[src/rtl/ads5404_lane_align_pkg.sv]
// Shared types and constants for the ADS5404 lane aligner.
// Latency: n/a (declarations only).
// Backpressure: n/a.
package ads5404_lane_align_pkg;

    typedef enum logic [1:0] {
        ST_IDLE   = 2'd0,
        ST_SEARCH = 2'd1,
        ST_LOCKED = 2'd2
    } state_t;

    localparam logic PHASE_EVEN = 1'b0;
    localparam logic PHASE_ODD  = 1'b1;

    localparam int OVR_CNT_W_DEF = 16;

    // Per-half side-band bits that travel alongside each IDDR data half.
    typedef struct packed {
        logic sync;
        logic ovra;
        logic ovrb;
    } flags_t;

    // Number of set bits among two halves (0..2).
    function automatic logic [1:0] ovr_count(input logic a, input logic b);
        return {1'b0, a} + {1'b0, b};
    endfunction

endpackage

[src/rtl/ads5404_sat_counter.sv]
// Saturating event counter; adds 0..2 per cycle, sticks at all-ones.
// Latency: count reflects an increment 1 cycle after it is presented.
// Backpressure: none; clr wins over an increment in the same cycle.
module ads5404_sat_counter #(
    parameter int W = 16
) (
    input  logic         adc_clk,
    input  logic         user_rst,
    input  logic         clr,
    input  logic [1:0]   inc,
    output logic [W-1:0] cnt
);

    logic [W:0] sum;

    // One extra bit catches the carry out so saturation never wraps.
    always_comb begin
        sum = {1'b0, cnt} + {{(W-1){1'b0}}, inc};
    end

    // Clear beats increment; a carry out pins the count at all-ones.
    always_ff @(posedge adc_clk) begin
        if (user_rst || clr) begin
            cnt <= '0;
        end else if (sum[W]) begin
            cnt <= '1;
        end else begin
            cnt <= sum[W-1:0];
        end
    end

endmodule

[src/rtl/ads5404_lane_align.sv]
// Re-pairs ADS5404 IDDR halves so _0 is always the sync-aligned (even) sample.
// Latency: 2 cycles from the cycle carrying the in_0 half of an output pair.
// Backpressure: none; free-running, every register loads every cycle.
module ads5404_lane_align
    import ads5404_lane_align_pkg::*;
#(
    parameter int NBITS     = 12,
    parameter int OVR_CNT_W = OVR_CNT_W_DEF
) (
    input  logic                 adc_clk,
    input  logic                 user_rst,
    input  logic                 arm,
    input  logic                 auto_relock,
    input  logic                 cnt_clr,
    input  logic                 sync_in_0,
    input  logic                 sync_in_1,
    input  logic                 ovra_in_0,
    input  logic                 ovra_in_1,
    input  logic                 ovrb_in_0,
    input  logic                 ovrb_in_1,
    input  logic [NBITS-1:0]     da_in_0,
    input  logic [NBITS-1:0]     da_in_1,
    input  logic [NBITS-1:0]     db_in_0,
    input  logic [NBITS-1:0]     db_in_1,
    output logic [NBITS-1:0]     da_out_0,
    output logic [NBITS-1:0]     da_out_1,
    output logic [NBITS-1:0]     db_out_0,
    output logic [NBITS-1:0]     db_out_1,
    output logic                 sync_out,
    output logic                 ovra_out,
    output logic                 ovrb_out,
    output logic                 locked,
    output logic                 phase,
    output logic                 phase_err,
    output logic [OVR_CNT_W-1:0] ovra_cnt,
    output logic [OVR_CNT_W-1:0] ovrb_cnt
);

    state_t state_q, state_d;
    logic   phase_q, phase_d;
    logic   phase_err_q, phase_err_d;
    logic   sel_q;

    // r1 = inputs delayed 1 cycle; r2 keeps only the _1 half, the only part odd pairing needs.
    logic [NBITS-1:0] r1_da_0, r1_da_1, r1_db_0, r1_db_1;
    logic [NBITS-1:0] r2_da_1, r2_db_1;
    flags_t           r1_f0, r1_f1, r2_f1;

    logic             det_vld, det_phase;
    logic             pair_sel;
    logic [NBITS-1:0] p_da_0, p_da_1, p_db_0, p_db_1;
    flags_t           p_f0, p_f1;
    logic [1:0]       ovra_inc, ovrb_inc;

    // Input delay line feeding both pairings.
    always_ff @(posedge adc_clk) begin
        if (user_rst) begin
            r1_da_0 <= '0;
            r1_da_1 <= '0;
            r1_db_0 <= '0;
            r1_db_1 <= '0;
            r1_f0   <= '0;
            r1_f1   <= '0;
            r2_da_1 <= '0;
            r2_db_1 <= '0;
            r2_f1   <= '0;
        end else begin
            r1_da_0 <= da_in_0;
            r1_da_1 <= da_in_1;
            r1_db_0 <= db_in_0;
            r1_db_1 <= db_in_1;
            r1_f0   <= '{sync: sync_in_0, ovra: ovra_in_0, ovrb: ovrb_in_0};
            r1_f1   <= '{sync: sync_in_1, ovra: ovra_in_1, ovrb: ovrb_in_1};
            r2_da_1 <= r1_da_1;
            r2_db_1 <= r1_db_1;
            r2_f1   <= r1_f1;
        end
    end

    // Raw-input sync decode; _0 has priority if both halves flag.
    always_comb begin
        det_vld   = sync_in_0 | sync_in_1;
        det_phase = sync_in_0 ? PHASE_EVEN : PHASE_ODD;
    end

    // FSM register plus latched phase and sticky mismatch flag.
    always_ff @(posedge adc_clk) begin
        if (user_rst) begin
            state_q     <= ST_IDLE;
            phase_q     <= PHASE_EVEN;
            phase_err_q <= 1'b0;
        end else begin
            state_q     <= state_d;
            phase_q     <= phase_d;
            phase_err_q <= phase_err_d;
        end
    end

    // Next-state: arm overrides any sync seen in the same cycle; mismatch set beats cnt_clr.
    always_comb begin
        state_d     = state_q;
        phase_d     = phase_q;
        phase_err_d = phase_err_q & ~cnt_clr;
        if (arm) begin
            state_d = ST_SEARCH;
        end else begin
            case (state_q)
                ST_SEARCH: begin
                    if (det_vld) begin
                        state_d = ST_LOCKED;
                        phase_d = det_phase;
                    end
                end
                ST_LOCKED: begin
                    if (det_vld && (det_phase != phase_q)) begin
                        phase_err_d = 1'b1;
                        if (auto_relock) begin
                            phase_d = det_phase;
                        end
                    end
                end
                default: begin
                end
            endcase
        end
    end

    // Pair selection: odd pairing borrows the previous cycle's _1 half as the even sample.
    always_comb begin
        pair_sel = (state_q == ST_LOCKED) ? phase_q : PHASE_EVEN;
        if (pair_sel == PHASE_ODD) begin
            p_da_0 = r2_da_1;
            p_da_1 = r1_da_0;
            p_db_0 = r2_db_1;
            p_db_1 = r1_db_0;
            p_f0   = r2_f1;
            p_f1   = r1_f0;
        end else begin
            p_da_0 = r1_da_0;
            p_da_1 = r1_da_1;
            p_db_0 = r1_db_0;
            p_db_1 = r1_db_1;
            p_f0   = r1_f0;
            p_f1   = r1_f1;
        end
        ovra_inc = ovr_count(p_f0.ovra, p_f1.ovra);
        ovrb_inc = ovr_count(p_f0.ovrb, p_f1.ovrb);
    end

    // Output registers; sync is dropped on the pair where the pairing switches (possible dup/drop).
    always_ff @(posedge adc_clk) begin
        if (user_rst) begin
            da_out_0 <= '0;
            da_out_1 <= '0;
            db_out_0 <= '0;
            db_out_1 <= '0;
            sync_out <= 1'b0;
            ovra_out <= 1'b0;
            ovrb_out <= 1'b0;
            sel_q    <= PHASE_EVEN;
        end else begin
            da_out_0 <= p_da_0;
            da_out_1 <= p_da_1;
            db_out_0 <= p_db_0;
            db_out_1 <= p_db_1;
            sync_out <= (state_q == ST_LOCKED) && (pair_sel == sel_q) && p_f0.sync;
            ovra_out <= p_f0.ovra | p_f1.ovra;
            ovrb_out <= p_f0.ovrb | p_f1.ovrb;
            sel_q    <= pair_sel;
        end
    end

    assign locked    = (state_q == ST_LOCKED);
    assign phase     = phase_q;
    assign phase_err = phase_err_q;

    ads5404_sat_counter #(.W(OVR_CNT_W)) u_ovra_cnt (
        .adc_clk  (adc_clk),
        .user_rst (user_rst),
        .clr      (cnt_clr),
        .inc      (ovra_inc),
        .cnt      (ovra_cnt)
    );

    ads5404_sat_counter #(.W(OVR_CNT_W)) u_ovrb_cnt (
        .adc_clk  (adc_clk),
        .user_rst (user_rst),
        .clr      (cnt_clr),
        .inc      (ovrb_inc),
        .cnt      (ovrb_cnt)
    );

endmodule
[config.mk]
export PLATFORM = sky130hd
export DESIGN_NAME = ads5404_lane_align
export DESIGN_NICKNAME = d
export VERILOG_FILES = /design/src/rtl/ads5404_lane_align_pkg.sv /design/src/rtl/ads5404_sat_counter.sv /design/src/rtl/ads5404_lane_align.sv
export SDC_FILE = /design/constraint.sdc
export NUM_CORES = 1
export LEC_CHECK = 0
export CORE_ASPECT_RATIO = 1.25
export CORE_UTILIZATION = 40
export CTS_CLUSTER_DIAMETER = 150
export DETAILED_ROUTE_END_ITERATION = 16
export PLACE_DENSITY = 0.79
export SYNTH_ARGS = -nofsm -noshare
export SYNTH_HDL_FRONTEND = slang
export SYNTH_HIERARCHICAL = 1
export SYNTH_SLANG_ARGS = --single-unit
export TNS_END_PERCENT = 20
[constraint.sdc]
create_clock -name adc_clk -period 3.12 [get_ports adc_clk]
set_input_delay 0.936 -clock adc_clk [delete_from_list [all_inputs] [get_ports adc_clk]]
set_output_delay 0.936 -clock adc_clk [all_outputs]
set_load 0.01 [all_outputs]
==> impl_metrics.toml, run 1 <==
[outcome]
status = "finished clean"

[timing]
hold_viol = 0
rsz0062_at_grt = "no"
fin_crit_sh = 0.932
tns_ns = 0
tightest_slew_ns = 0.562
fmax_mhz = 344
period_needed_ns = 2.91
maxSlewHeadroom = 0.626
slew_violations = 0
fin_worst_skew_ns = 0.00741
final-setup-viol-count = 0

[critical_path]
path_class = "reg -> reg"
worst_setup_path_end_kind = "register"
crit_arrival_ns = 3.25
crit_required_ns = 3.46
start_kind = "register"
crit_path_max_fanout = 13
rrSetupSlack_ns = 0.21

[placed_design]
portBuffers = 144
hpwl_um = 8540
place_area_mm2 = 0.00740
globalplace.congestion = 0.807

[clocking]
cts_max_level = 4
cts_tree = "done"
clk_latency_ns = 0.42
cts_buffers = 17
clk_pin_slew_worst_paths_ns = 0.07
cts-root-buf = "clkbuf_16"
cts.sinks = 169
clockBufferDepth = 2
cts_hold_buffers = 0

[routing]
antenna_left = 0
met3_length_um = 727
wl_um = 12700
avgRoutedWirePerCell_um = 14.3
top_layer = "met4"
wl_met1_um = 5090
drc = 0
routed-wl-met2_um = 6720
vias = 4358
viasPerCell = 4.92
dr.pass1.iters = 4
dr.first_iter.drc_count = 163

[min_path]
hold_class = "reg -> reg"

[yosys]
ys_ff_latch = 169
synthFlopType = "dfxtp_1"
synth.largest_area_cell = "dfxtp_1"
synthAdderAreaFrac = 0.0239
synth_nets = 622
yosys.area_share.simple = 0.213
async_flop_share = 0
synth_area_mm2 = 0.00587
synth_xor_area_frac = 0.0299
yosys.cell_count.top_type = "dfxtp_1"
synth_top_area_frac = 0.577
yosys-top-cells-area = "dfxtp_1 (58%), nor2b_1 (9.2%), a21oi_1 (4.5%)"
syn_avg_cell_area_um2 = 10.6
synth_top_family_by_area = "simple AND/OR/NAND/NOR gates"
synth_cell_types = 47
synth_enable_flop_cells = 0
yosysSeqAreaShare = 0.577
ys_top_cells_by_count = "dfxtp_1 (169), nor2b_1 (86), nand2_1 (55), a21oi_1 (53), o22a_1 (24)"
ys_warn_count = 6
synth.area.mux_share = 0.00683
synthCells = 553
synth_compound_area_frac = 0.106

[global_routing]
antenna_found_initial = 0
grt_max_degree = 61
grt_pass1_wl_um = 19600
grt-ovfl-total = 0
track_usage = 0.170
grt_pass1_vias = 4210

[layout]
antenna_cells = 0
nets = 764
multi_input_area_mm2 = 0.00224
design_area_mm2 = 0.00802
seq_area_mm2 = 0.00338
drive_gt1_frac = 0.0918
nFillCells = 1239
area_growth_syn_to_layout_pct = 36.8

[floorplan]
rows = 49
io_pins = 145
start_util = 0.409
dieHeight_um = 137
dieArea_mm2 = 0.0152
dieWidth_um = 110
core_mm2 = 0.0143

[pwr]
ir_worst_vdd_mv = 0.389
p_leak_nw = 3.02
power.density_mw_per_mm2 = 577

[run]
maxCapViolCount = 0
stage by stage:
stage	setup slack, ns	instances	power (mW)	hold WS, ns	util
floorplan	0.299	553	2.44	0.414	-
global placement	0.192	852	2.59	0.419	0.516
detailed placement	-0.0256	852	2.60	0.428	0.516
CTS	0.131	886	4.68	0.436	0.558
global route	0.0766	886	4.80	0.450	0.559
finish	0.212	886	4.63	0.429	0.559
final cells by class:
class / instances / share of cell area
Sequential cell: 169 / 0.422
Multi-Input combinational cell: 336 / 0.279
Inverter: 17 / 0.00795
Tap cell: 178 / 0.0278
Clock inverter: 13 / 0.0179
Clock buffer: 19 / 0.0552
Timing Repair Buffer: 154 / 0.190
repair_timing:
action / 4_1_cts / 5_1_grt
setup buffers: 2 / 0
setup endpoints to repair: 11 / 12
resized for setup: 0 / 2
pin swaps: 1 / 0
sequential cells by signal, summed over array words and instances (netlist names):
name / cells
da_out_0: 12
da_out_1: 12
db_out_0: 12
db_out_1: 12
ovra_out: 1
ovrb_out: 1
phase: 1
phase_err: 1
r1_da_0: 12
r1_da_1: 12
r1_db_0: 12
r1_db_1: 12
r1_f0: 3
r1_f1: 3
r2_da_1: 12
r2_db_1: 12
r2_f1: 3
sel_q: 1
state_q: 2
sync_out: 1
u_ovra_cnt/cnt: 16
u_ovrb_cnt/cnt: 16
critical path, stage by stage (launching register included):
cell and delay, ns:
dfxtp_1 0.43, nand3b_1 0.10, buf_4 0.18, mux2i_1 0.14, ha_1 0.30, ha_1 0.17
inv_1 0.06, fa_1 0.41, nand4b_2 0.35, nor2_2 0.25, nand4_4 0.24, a21oi_1 0.21
power breakdown:
group / switching, mW / internal (mW)
logic: 0.113 / 0.172
registers: 0.0292 / 2.24
clock network: 0.863 / 1.21
total: 1.01 / 3.62
logic make-up after synthesis:
family / after synthesis
and+or+nand+nor: 207
xor gates and xnor gates: 20
muxes: 4
AOI/OAI and AO/OA: 95
adders and majority gates: 10
DFF: 169
buffers and inverters: 48
layer usage:
layer,vias up,track usage
met3,14,0.0506
met1,2069,0.186
met4,0,0.0724
li1,2141,-
met5,-,0
met2,134,0.301
worst paths after layout:
path         depth (start not counted)                end        from
min reg2reg                          2        da_out_0[5]  r2_da_1[5]
min                                  2        da_out_0[5]  r2_da_1[5]
max reg2reg                         11  u_ovra_cnt/cnt[0]  state_q[1]
max                                 11  u_ovra_cnt/cnt[0]  state_q[1]
cells in the final DEF (no fill, tap or decap), types with 2 or more instances in the layout:
master,instances
a211oi_1,2
a211oi_2,2
a21oi_1,53
a31oi_1,5
and3_1,4
and4b_1,2
buf_4,10
bufinv_16,2
clkbuf_16,17
clkdlybuf4s50_1,143
clkinv_2,3
clkinvlp_4,3
dfxtp_1,169
fa_1,2
ha_1,8
inv_1,17
inv_6,3
mux2i_1,4
nand2_1,55
nand2b_1,2
nand3_1,6
nand3_2,2
nand4_1,6
nand4_4,2
nand4b_2,2
nor2_1,11
nor2_2,2
nor2b_1,86
nor3_1,10
nor3_2,2
nor4_2,4
nor4_4,2
o21a_1,2
o21bai_1,3
o22a_1,24
or2_2,2
xnor2_1,18
xor2_1,2
No activity file was read; power rests on OpenSTA's default activity.
==> inputs of run 2 (changes only) <==
==> constraint.sdc (replaced) <==
create_clock -name adc_clk -period 3.12 [get_ports adc_clk]
set_input_delay 0.936 -clock adc_clk [delete_from_list [all_inputs] [get_ports adc_clk]]
set_output_delay 0.936 -clock adc_clk [all_outputs]
set_load 0.005 [all_outputs]
==> results of run 2 <==
Same layout as run 1 (identical final DEF). Status: finished clean.
Among the figures that moved: total power 4.63 mW -> 4.61 mW; worst IR drop on VDD 0.389 mV -> 0.388 mV
==> inputs of run 3 (changes only) <==
--- a/config.mk
+++ b/config.mk
@@ -10,6 +10,7 @@
 export CTS_CLUSTER_DIAMETER = 150
 export DETAILED_ROUTE_END_ITERATION = 16
 export PLACE_DENSITY = 0.79
+export SKIP_CTS_REPAIR_TIMING = 1
 export SYNTH_ARGS = -nofsm -noshare
 export SYNTH_HDL_FRONTEND = slang
 export SYNTH_HIERARCHICAL = 1
==> run 3 against run 2 <==
Against the previous run: clock-buffer cell count is the same; clock skew is essentially flat; die area unchanged; fmax is 1.7% lower; combinational power about the same; highest routed layer unchanged; via count fell by 0.39%; first-iteration DRC count increased by 12%; critical endpoint is now u_ovrb_cnt/cnt[0]; critical path type unchanged.
==> impl_metrics.toml, run 3 (same netlist as run 1, synthesis figures left out) <==
[outcome]
status = "finished clean"

[routing]
avgRoutedWirePerCell_um = 14.3
vias = 4341
viasPerCell = 4.90
dr.first_iter.drc_count = 182
drc = 0
wl_um = 12700
dr.pass1.iters = 4
antenna_left = 0

[global_routing]
antenna_found_initial = 0
track_usage = 0.170
grt-ovfl-total = 0
grt_pass1_vias = 4202
grt_max_degree = 61
grt_pass1_wl_um = 19500

[timing]
fin_hold_ws_ns = 0.429
rsz0062_at_grt = "no"
fin_crit_sh = 0.948
fin_worst_skew_ns = 0.00731
maxSlewHeadroom = 0.628
fmax_mhz = 338
final-setup-viol-count = 0
slew_violations = 0
period_needed_ns = 2.96
hold_viol = 0
tightest_slew_ns = 0.558

[layout]
layout_common_cells = "dfxtp_1 (169), clkdlybuf4s50_1 (143), nor2b_1 (86), nand2_1 (55), a21oi_1 (53)"
antenna_cells = 0
largestRegisters = "u_ovra_cnt/cnt: 16 flops, u_ovrb_cnt/cnt: 16 flops"
drive_gt1_frac = 0.0918
design_area_mm2 = 0.00802
nets = 764
layout_commonest_cell = "dfxtp_1"
area_growth_syn_to_layout_pct = 36.6

[pwr]
power.density_mw_per_mm2 = 576
cellInternalPower_mw = 3.62
power_frac_comb = 0.059
p_sw_mw = 0.995
seq_power_share = 0.492
pwr-share-clk = 0.449
p_leak_nw = 3.01
switching_share = 0.216
ir_worst_vdd_mv = 0.389
finalPower_mw = 4.62

[floorplan]
core_mm2 = 0.0143
dieArea_mm2 = 0.0152
dieHeight_um = 137
rows = 49
dieWidth_um = 110
start_util = 0.409
io_pins = 145

[run]
maxCapViolCount = 0

[critical_path]
worst_setup_path_end_kind = "register"
r2r_start = "state_q[1]"
startpoint = "state_q[1]"
start_kind = "register"
rrSetupSlack_ns = 0.16
crit_arrival_ns = 3.30
crit_path_max_fanout = 13
worst_r2r_endpoint = "u_ovrb_cnt/cnt[0]"
critPathCapture = "u_ovrb_cnt/cnt[0]"
ff2ff_path_depth = 11
path_class = "reg -> reg"
crit_required_ns = 3.47

[clocking]
clk_pin_slew_worst_paths_ns = 0.07
cts_max_level = 4
cts_buffers = 17
clockBufferDepth = 2
clk_latency_ns = 0.42
cts.sinks = 169
cts-root-buf = "clkbuf_16"
cts_tree = "done"

[placed_design]
portBuffers = 144
globalplace.congestion = 0.807
hpwl_um = 8540
place_area_mm2 = 0.00740

[min_path]
hold_class = "reg -> reg"
[run 3: layout make-up]
| cell class | count | area (um2) |
|---|---|---|
| multi-input cells | 336 | 2230 |
| well taps | 178 | 223 |
| clock inverters | 13 | 144 |
| flip-flops and latches | 169 | 3380 |
| inverters | 17 | 63.8 |
| clock buffers | 19 | 443 |
| repair buffers | 154 | 1530 |
| fillers | 1237 | 6330 |
[run 3: routing by layer]
metal / global-route usage / wire length [um] / vias up
li1: - / - / 2139
met1: 0.185 / 5140 / 2075
met2: 0.301 / 6670 / 113
met3: 0.0506 / 720 / 14
met4: 0.0724 / 163 / 0
met5: 0 / 0 / -
[run 3: worst min path at each step]
| stage | endpoint | from | cells after the start | slack [ns] |
|---|---|---|---|---|
| global placement | r2_f1[2] | r1_f1[2] | 1 | 0.42 |
| detailed placement | db_out_0[4] | r2_db_1[4] | 2 | 0.43 |
| global route | da_out_0[5] | r2_da_1[5] | 2 | 0.45 |
| finish | da_out_0[5] | r2_da_1[5] | 2 | 0.43 |
| floorplan | r2_f1[2] | r1_f1[2] | 1 | 0.41 |
| CTS | da_out_0[1] | r2_da_1[1] | 2 | 0.44 |
[run 3: critical path, cell delays in order, from the launching register on]
cell	delay (ns)
dfxtp_1	0.43
nand3b_1	0.10
buf_4	0.18
mux2i_1	0.14
ha_1	0.28
ha_1	0.16
inv_1	0.05
fa_1	0.41
nand4b_2	0.33
nor2_2	0.20
nand4_2	0.34
a21oi_1	0.25
[run 3: stage by stage]
stage                     TNS [ns]  setup WS (ns)  instances  utilization
after floorplan                  0          0.345        553            -
after global placement           0          0.192        852        0.516
after detailed placement    -0.109        -0.0256        852        0.516
after CTS                   -0.192        -0.0464        884        0.557
after global routing             0        0.00391        886        0.559
final                            0          0.163        886        0.559
[run 3: power groups by stage]
stage	clock network (mW)	logic (mW)	registers, mW
after floorplan	0	0.110	2.31
after global placement	0	0.267	2.31
after detailed placement	0	0.273	2.32
after CTS	2.12	0.276	2.27
after global routing	2.21	0.300	2.28
final	2.07	0.273	2.27
